--- src/rtl/fetch_unit_pkg.sv ---
// Shared definitions for the instruction-fetch stage: datapath width, FSM
// encodings and the {instruction, PC} packet carried to decode.
package fetch_unit_pkg;

  localparam int DATA_W = 16;

  typedef enum logic {
    FU_BUSY = 1'b0,
    FU_SKID = 1'b1
  } fu_state_e;

  typedef struct packed {
    logic [DATA_W-1:0] inst;
    logic [DATA_W-1:0] pc;
  } fetch_pkt_t;

endpackage

--- src/rtl/fetch_unit.sv ---
// Instruction-fetch stage: req/ack fetch from instruction memory, registered
// IF/ID output with a one-entry skid buffer, PC stall and branch-flush handling.
module fetch_unit
  import fetch_unit_pkg::*;
(
  input  logic              CLK,
  input  logic              RST_N,
  input  logic [DATA_W-1:0] address,
  output logic              stall_out,
  input  logic              FLUSH,
  input  logic              STALL_IN,
  output logic              imem_req,
  output logic [DATA_W-1:0] imem_addr,
  input  logic              imem_ack,
  input  logic [DATA_W-1:0] imem_rdata,
  output logic [DATA_W-1:0] inst_out,
  output logic [DATA_W-1:0] pc_out,
  output logic              valid_out
);

  fu_state_e         r_state,    w_state_nxt;
  logic [DATA_W-1:0] r_req_addr, w_req_addr_nxt;
  fetch_pkt_t        r_skid,     w_skid_nxt;
  fetch_pkt_t        r_out,      w_out_nxt;
  logic              r_drop,     w_drop_nxt;
  logic              r_valid,    w_valid_nxt;

  fetch_pkt_t        w_fetched;
  logic              w_ack_busy;
  logic              w_out_free;

  assign w_fetched  = {imem_rdata, r_req_addr};
  assign w_ack_busy = (r_state == FU_BUSY) && imem_ack;
  assign w_out_free = !r_valid || !STALL_IN;

  // The PC only advances on an ack that delivers a right-path instruction;
  // a flush always lets it load the branch target.
  assign stall_out = !FLUSH && ((r_state == FU_SKID) || r_drop || !imem_ack);

  assign imem_req  = (r_state == FU_BUSY);
  assign imem_addr = r_req_addr;
  assign inst_out  = r_out.inst;
  assign pc_out    = r_out.pc;
  assign valid_out = r_valid;

  // NOTE: every next-state value gets its hold default first, so no path
  // through the priority chain below can leave a latch behind.
  always_comb begin
    w_state_nxt    = r_state;
    w_req_addr_nxt = r_req_addr;
    w_skid_nxt     = r_skid;
    w_out_nxt      = r_out;
    w_drop_nxt     = r_drop;
    w_valid_nxt    = r_valid;

    if (FLUSH) begin
      w_valid_nxt = 1'b0;
      w_skid_nxt  = '0;
      w_state_nxt = FU_BUSY;
      if ((r_state == FU_BUSY) && !imem_ack) begin
        w_drop_nxt = 1'b1;
      end else begin
        // An ack here retires any outstanding wrong-path request as well.
        w_req_addr_nxt = address;
        w_drop_nxt     = 1'b0;
      end
    end else if (r_drop && w_ack_busy) begin
      w_drop_nxt     = 1'b0;
      w_req_addr_nxt = address;
    end else if (w_ack_busy) begin
      if (w_out_free) begin
        w_out_nxt   = w_fetched;
        w_valid_nxt = 1'b1;
      end else begin
        w_skid_nxt  = w_fetched;
        w_state_nxt = FU_SKID;
      end
      w_req_addr_nxt = address;
    end else if ((r_state == FU_SKID) && !STALL_IN) begin
      w_out_nxt   = r_skid;
      w_valid_nxt = 1'b1;
      w_state_nxt = FU_BUSY;
    end else if (!STALL_IN) begin
      w_valid_nxt = 1'b0;
    end
  end

  // NOTE: state registers use non-blocking assignments so every register
  // samples the pre-edge values computed above.
  always_ff @(posedge CLK or negedge RST_N) begin
    if (!RST_N) begin
      r_state    <= FU_BUSY;
      r_req_addr <= '0;
      r_skid     <= '0;
      r_out      <= '0;
      r_drop     <= 1'b0;
      r_valid    <= 1'b0;
    end else begin
      r_state    <= w_state_nxt;
      r_req_addr <= w_req_addr_nxt;
      r_skid     <= w_skid_nxt;
      r_out      <= w_out_nxt;
      r_drop     <= w_drop_nxt;
      r_valid    <= w_valid_nxt;
    end
  end

endmodule

--- config.mk ---
export PLATFORM = sky130hd
export DESIGN_NAME = fetch_unit
export DESIGN_NICKNAME = d
export VERILOG_FILES = /design/src/rtl/fetch_unit_pkg.sv /design/src/rtl/fetch_unit.sv
export SDC_FILE = /design/constraint.sdc
export NUM_CORES = 1
export LEC_CHECK = 0
export CAP_MARGIN = 20
export CELL_PAD_IN_SITES_DETAIL_PLACEMENT = 1
export CELL_PAD_IN_SITES_GLOBAL_PLACEMENT = 1
export CORE_MARGIN = 1.5
export CORE_UTILIZATION = 41
export CTS_CLUSTER_SIZE = 25
export DETAILED_ROUTE_END_ITERATION = 6
export MAX_ROUTING_LAYER = met4
export PLACE_DENSITY = 0.84
export SETUP_SLACK_MARGIN = 0.4
export SLEW_MARGIN = 10
export SYNTH_ARGS = -nofsm -noshare
export SYNTH_HDL_FRONTEND = slang
export SYNTH_SLANG_ARGS = --single-unit
export TNS_END_PERCENT = 50
--- constraint.sdc ---
create_clock -name CLK -period 1.97 [get_ports CLK]
set_clock_uncertainty 0.15 [all_clocks]
set_input_delay 0.394 -clock CLK [delete_from_list [all_inputs] [get_ports CLK]]
set_output_delay 0.394 -clock CLK [all_outputs]
set_load 0.005 [all_outputs]
-- Yosys cells after proc, flatten, opt, wreduce, memory -nomap -nowiden
Index checks and enable logic that the tools add are counted.
- reductions and logical operators: 22
- mux-type cells: 25
- bitwise logic cells: 3
- eq/ne operators: 7
- operators with widths (kind ; count):
    2-to-1 mux 32 bit ; 7
    2-to-1 mux 16 bit ; 4
    2-to-1 mux 1 bit ; 14
    AND reduction 3 bit ; 3
    != test 2 bit, second input constant ; 3
    nonzero test 2 bit ; 3
    nonzero test 3 bit ; 2
    logical AND 1 bit ; 5
    logical NOT 1 bit ; 4
    != test 4 x 2 -> 1 bit, second input constant ; 1
    AND reduction 4 bit ; 1
    logical OR 1 bit ; 3
    != test 3 x 2 -> 1 bit, second input constant ; 1
    != test 3 bit, second input constant ; 1
    NOT 1 bit ; 3
    != test 2 x 1 -> 1 bit, second input constant ; 1
    AND reduction 2 bit ; 1
- register bits after elaboration: 83
- input bits: 37
- output and inout bits: 51
- word-level logic and storage cells: 65

-- Longest topological paths before layout
Gate-level depths: netlist of run 1.
- depth in word-level cells: 6
- depth in mapped cells: 6
- depth with buffers taken out: 3

-- Worst setup path after synthesis of run 1
OpenSTA, ideal clock, no wires.
- path kind: register to register
- start point: register r_state
- end point: register r_out, in the netlist inst_out[10]
- path slack: 0.169 ns
- arrival time: 1.526 ns
- path buffers: 2
- stages on the path, launching flop included: 6
- setup time: 0.125 ns
- required time: 1.695 ns
- period minus slack after synthesis: 1.801 ns
- path through: dfrtp_1 > buf_6 > o21a_1 > a211oi_4 > buf_6 > mux2_2
- longest elaborated chain between the ends: 5
- elaborated cells on any way between the ends: 9
- those cells by class: 1 x eq/ne; 1 x mux; 2 x bitwise; 5 x reduce/logical
- RTL lines (item ; RTL line ; RTL):
    start, declared ; fetch_unit.sv:21 ; fu_state_e r_state, w_state_nxt;
    start signal, assigned ; fetch_unit.sv:99 ; r_state <= w_state_nxt;
    parallel branches: the longest is 5 deep, another holds AND reduction 4 bit ; n/a ;
    end signal, assigned ; fetch_unit.sv:102 ; r_out <= w_out_nxt;
    end, declared ; fetch_unit.sv:24 ; fetch_pkt_t r_out, w_out_nxt;
Several ways; the timed one is not identified.
A chain may end at the register's enable or synchronous reset.

-- Final worst setup path of run 1
- start point: register r_state
- end point: register r_out, in the netlist pc_out[4]
Same word-level chain as after synthesis.

==> metrics.cfg, run 1 <==
[status]
status = complete, no violations

[logic_synthesis]
ys_types = 22
synth_nets = 297
ys_ff_latch = 83
yosysSeqAreaShare_pct = 54.3
synth.avg_cell_area_um2 = 14.7
yosys.area.top_type_share_pct = 54.3
yosys-top-cells-area = dfrtp_1 54%, mux2_2 31%, nor2b_1 5.2%
yosys_warnings = 0
yosys.area.top_type = dfrtp_1
syn_inst = 260
syn-cell-area_mm2 = 0.00383

[drt]
ant_nets = 0
finalWirelength_um = 11300
viasPerCell = 5.23
wl_met1_um = 4970
wl_met3_um = 313
wire_per_inst_um = 22.2
num_vias = 2668
routed-wl-met2_um = 5890
routed.top_layer = met4
drtPass1Iterations = 4
drc = 0
drtIter0Drc = 61

[place]
dp_cells = 460
post_dp_cell_area_mm2 = 0.00495
gp_congestion = 0.714
place_hpwl_um = 6120
io_buffers = 87

[floorplanning]
start_util_pct = 41.8
pin_count = 88
fp.dieW_um = 99.6
die-area_mm2 = 0.00992
coreArea_mm2 = 0.00915
die_y_um = 99.6
rows = 35

[cts]
cts_root_buffer = clkbuf_8
cts_buffers = 9
clk_latency_ns = 0.36
cts_buffer_depth = 2
cts_sinks = 83
path_clk_slew_ns = 0.09
h-tree-depth = 3
cts_tree = built

[global_routing]
grt_pass1_vias = 2970
gr-total-overflow = 0
grt_pass1_wl_um = 16200
grt_max_degree = 37
antenna_found_initial = 0
grtUsageTotal_pct = 22.1

[job]
maxCapViolations = 0

[setup_path]
cp-end-kind = flip-flop
critPathMaxStageDelay_ns = 0.42
path_common_cell = buf_6
setup.worst_path.start = r_state
cp-start-kind = flip-flop
reg2reg_to = pc_out[4]
crit_path_max_fanout = 4
reg2regPathDepth = 6
criticalPathCategory = flip-flop to flip-flop
slowest_stage = dfrtp_2
critPathTopFamily = buffers and inverters
arrival_ns = 1.99
path_buf_inv = 4
ff2ff_setup_slack_ns = 0.07
critPathRequiredTime_ns = 2.07
path_cells = inv_2, buf_6, a211oi_4, buf_6, clkbuf_16, mux2_2
rr_startpoint = r_state

[pwr]
power.total_mw = 5.04
p_leak_nw = 2.67
ir_drop_v = 0.000378
power_density_mw_per_mm2 = 880

[sta]
fmax_mhz = 527
whs_ns = 0.360
setup_viol = 0
finalHoldViolations = 0
rsz0062_at_grt = yes
slew_viol_final = 0
period_share_pct = 96.2
period_minus_slack_ns = 1.90
setup_tns_ns = 0
maxSlewHeadroom_pct = 70.0
worst_pin_slew_ns = 0.450

[finish]
fillerInstances = 873
final_cells = 510
nets = 432
final_area_mm2 = 0.00573
multi_input_area_mm2 = 0.00178
synthToLayoutAreaGrowth_pct = 49.6
antennaDiodeCount = 0
regArea_mm2 = 0.00208
drive_above_1_share_pct = 47.4

[worst_hold_path]
min-delay-start = r_skid[19]
hold_class = flip-flop to flip-flop
min_path_cells = 1
hold_path_end = r_skid[19]

synth_stat cells, drive strengths merged:
library cell	n
nand2b	2
a31oi	1
o21a	2
clkbuf	3
a21boi	1
mux2	112
nor2	4
dfrtp	83
a211oi	1
and3b	1
nor3b	1
mux2i	1
buf	13
o21ai	1
inv	1
a21oi	1
nor2b	32
per-layer routing:
| metal | GRT usage [%] | vias to the layer above |
|---|---|---|
| met5 | - | - |
| met4 | 6.72 | 0 |
| met3 | 4.85 | 15 |
| met2 | 35.9 | 71 |
| met1 | 27.8 | 1405 |
| li1 | - | 1177 |
state kept, by name, summed over array words and instances, names as in the netlist:
signal	cells
imem_addr	16
r_drop	1
r_skid	32
inst_out	16
pc_out	16
valid_out	1
r_state	1
stage by stage:
stage               setup WS, ns  utilization, %
floorplan                  0.241               -
global placement          -0.310            54.1
detailed placement        -0.330            54.1
CTS                       0.0939            60.2
global route              0.0356            62.6
finish                    0.0741            62.6
placed cells by master, fill, tap and decap left out, types with 2 or more instances in the layout:
| cell type | netlist | routed |
|---|---|---|
| dfrtp_1 | 83 | 82 |
| clkdlybuf4s50_1 | 0 | 71 |
| mux2_2 | 107 | 65 |
| mux2_4 | 2 | 46 |
| nor2b_1 | 32 | 32 |
| buf_4 | 3 | 29 |
| clkbuf_8 | 0 | 11 |
| dlymetal6s2s_1 | 0 | 9 |
| buf_6 | 9 | 9 |
| buf_12 | 0 | 7 |
| buf_8 | 0 | 5 |
| nor2_1 | 4 | 3 |
| buf_16 | 0 | 3 |
| o21a_1 | 2 | 2 |
| clkbuf_1 | 3 | 2 |
| clkbuf_16 | 0 | 2 |
| dlygate4sd2_1 | 0 | 2 |
power breakdown:
| part | switching (mW) | internal [mW] |
|---|---|---|
| sequential | 0.217 | 2.01 |
| combinational | 0.482 | 1.05 |
| clock | 0.629 | 0.649 |
| total | 1.33 | 3.71 |
final cells by class:
cell class	count	share of cell area (%)
Sequential cell	83	36.3
Clock inverter	2	0.612
Multi-Input combinational cell	160	31.2
Tap cell	111	2.43
Inverter	1	0.0655
Clock buffer	13	2.77
Timing Repair Buffer	140	26.7
timing repair:
item | CTS | global route
hold buffers | 1 | 0
resized for setup | 54 | 27
pin swaps | 1 | 1
endpoints found under the hold margin | 30 | 0
gates cloned | 3 | 2
endpoints found under the setup margin | 131 | 132
buffers inserted | 16 | 13
cells by family (layout without fill, tap and decap cells):
logic type	Yosys count	in the layout	synth area share, %
buf+inv	17	156	3.76
compound gates	7	7	1.99
flops	83	83	54.3
mux	113	113	33.4
simple gates	40	40	6.57
worst max-delay path by stage:
stage	cells after the start	slack [ns]	end
after detailed placement	5	-0.33	pc_out[6]
after floorplan	5	0.24	inst_out[10]
after global routing	6	0.04	pc_out[4]
final	6	0.07	pc_out[4]
after global placement	5	-0.31	inst_out[8]
after CTS	5	0.09	inst_out[8]
Power figures use the tool's default switching activity.
==> inputs of run 2 (changes only) <==
--- a/config.mk
+++ b/config.mk
@@ -9,14 +9,13 @@
 export CELL_PAD_IN_SITES_DETAIL_PLACEMENT = 1
 export CELL_PAD_IN_SITES_GLOBAL_PLACEMENT = 1
 export CORE_MARGIN = 1.5
-export CORE_UTILIZATION = 41
+export CORE_UTILIZATION = 44
 export CTS_CLUSTER_SIZE = 25
 export DETAILED_ROUTE_END_ITERATION = 6
 export MAX_ROUTING_LAYER = met4
-export PLACE_DENSITY = 0.84
+export PLACE_DENSITY = 0.89
 export SETUP_SLACK_MARGIN = 0.4
 export SLEW_MARGIN = 10
 export SYNTH_ARGS = -nofsm -noshare
 export SYNTH_HDL_FRONTEND = slang
 export SYNTH_SLANG_ARGS = --single-unit
-export TNS_END_PERCENT = 50
==> constraint.sdc (replaced) <==
create_clock -name CLK -period 2.3 [get_ports CLK]
set_clock_uncertainty 0.15 [all_clocks]
set_input_delay 0.46 -clock CLK [delete_from_list [all_inputs] [get_ports CLK]]
set_output_delay 0.46 -clock CLK [all_outputs]
set_load 0.005 [all_outputs]
==> run 2 against run 1 <==
Effect of this change:
- first-iteration DRC count grew 3.3%
- final area shrank 4.2%
- cell count shrank 3.3%
- total power shrank 16%
- sequential share of layout area grew 1.6 points
- core utilization grew 3.2 points
- combinational power shrank 20%
- fmax shrank 3.0%
- clock power shrank 12%
- highest routed layer unchanged
- global-route usage grew 1.4 points
- critical path depth grew 1
==> metrics.cfg, run 2 (same netlist as run 1, synthesis figures left out) <==
[place]
gp_congestion = 0.689
place_hpwl_um = 6250
dp_cells = 449
io_buffers = 87
post_dp_cell_area_mm2 = 0.00488

[finish]
layout_common_cells = 91 x mux2_2, 81 x dfrtp_1, 72 x clkdlybuf4s50_1, 32 x nor2b_1, 25 x buf_4
largest_reg_flops = 32
synthToLayoutAreaGrowth_pct = 43.4
final_common_cell = mux2_2
final_cells = 493
fillerInstances = 775
antennaDiodeCount = 0
final_area_mm2 = 0.00549
top_register = r_skid
drive_above_1_share_pct = 45.6
nets = 420

[setup_path]
critPathMaxStageDelay_ns = 0.46
crit_path_max_fanout = 8
critPathRequiredTime_ns = 2.39
arrival_ns = 2.04
reg2reg_to = inst_out[4]
cp-end-kind = flip-flop
slowest_stage = dfrtp_2
cp-start-kind = flip-flop
path_common_cell = buf_6
rr_startpoint = r_state
ff2ff_setup_slack_ns = 0.35
reg2regPathDepth = 7
criticalPathCategory = flip-flop to flip-flop
path_cells = buf_6, o21a_4, a211oi_4, buf_6, buf_12, buf_16, mux2_2

[worst_hold_path]
hold_path_end = r_skid[13]
hold_class = flip-flop to flip-flop
min-delay-start = r_skid[13]
min_path_cells = 1

[drt]
drtIter0Drc = 63
drtPass1Iterations = 4
viasPerCell = 5.26
wire_per_inst_um = 21.7
ant_nets = 0
drc = 0
num_vias = 2593
finalWirelength_um = 10700

[cts]
cts_buffers = 9
clk_latency_ns = 0.35
path_clk_slew_ns = 0.09
cts_root_buffer = clkbuf_8
cts_tree = built
cts_buffer_depth = 2
h-tree-depth = 3
cts_sinks = 83

[floorplanning]
pin_count = 88
coreArea_mm2 = 0.00834
die-area_mm2 = 0.00927
fp.dieW_um = 96.3
start_util_pct = 45.9
rows = 33
die_y_um = 96.3

[pwr]
power_density_mw_per_mm2 = 774
p_leak_nw = 2.51
ir_drop_v = 0.000437

[global_routing]
grtUsageTotal_pct = 23.5
grt_pass1_vias = 2773
antenna_found_initial = 0
grt_max_degree = 37
gr-total-overflow = 0
grt_pass1_wl_um = 15200

[sta]
maxSlewHeadroom_pct = 65.7
period_share_pct = 85.0
setup_viol = 0
fmax_mhz = 512
whs_ns = 0.363
period_minus_slack_ns = 1.95
worst_pin_slew_ns = 0.514
slew_viol_final = 0
rsz0062_at_grt = yes
finalHoldViolations = 0

[job]
maxCapViolations = 0

[status]
status = complete, no violations

run 2: how the worst max path moves through the flow:
stage,from,end,slack (ns),depth (start not counted)
5_1_grt,r_state,pc_out[9],0.31,7
6_report,r_state,inst_out[4],0.35,7
4_1_cts,r_state,stall_out,0.37,4
3_3_place_gp,imem_ack,pc_out[10],-0.02,5
3_5_place_dp,imem_ack,pc_out[4],-0.08,5
2_1_floorplan,r_state,inst_out[10],0.50,5
run 2: area by class of cell:
cell class | count | area [um^2] | share of cell area, %
Clock inverter | 6 | 80.1 | 1.46
Tap cell | 105 | 131 | 2.39
Multi-Input combinational cell | 160 | 1690 | 30.8
Inverter | 1 | 6.26 | 0.114
Clock buffer | 10 | 128 | 2.33
Sequential cell | 83 | 2080 | 37.9
Timing Repair Buffer | 128 | 1380 | 25.1
run 2: worst max-delay path: cells and delay by family (launching register included):
kind | cells | cell delay (ns)
AO/OA/AOI/OAI | 2 | 0.35
flip-flops | 1 | 0.46
multiplexers | 1 | 0.34
buffers and inverters | 4 | 0.53
run 2: per-stage QoR:
step | setup TNS, ns | util [%] | power (mW) | setup WS (ns)
finish | 0 | 65.8 | 4.25 | 0.346
global route | 0 | 65.8 | 4.44 | 0.313
floorplan | 0 | - | 2.32 | 0.499
global placement | -0.522 | 58.5 | 2.91 | -0.0177
CTS | 0 | 64.0 | 4.18 | 0.374
detailed placement | -2.92 | 58.5 | 2.98 | -0.0793
run 2: repair_timing:
action	CTS	global route
gates resized for setup	21	24
hold endpoints to repair	34	0
hold buffers	1	0
pin swaps	2	1
buffers inserted	13	11
gates cloned	3	0
endpoints found under the setup margin	72	76
run 2: power breakdown:
part	internal, mW	leakage (nW)	switching, mW
Clock	0.605	0.110	0.525
Combinational	0.835	1.36	0.387
Sequential	1.72	1.03	0.177
Total	3.16	2.51	1.09
run 2: per-layer routing:
layer  up-vias  share of wire (%)  track usage (%)
met3        12                3.4             3.79
met2        73                 53             41.5
met4         0                1.1             6.99
met5         -                  0                -
li1       1147                  -                -
met1      1361                 43             27.5
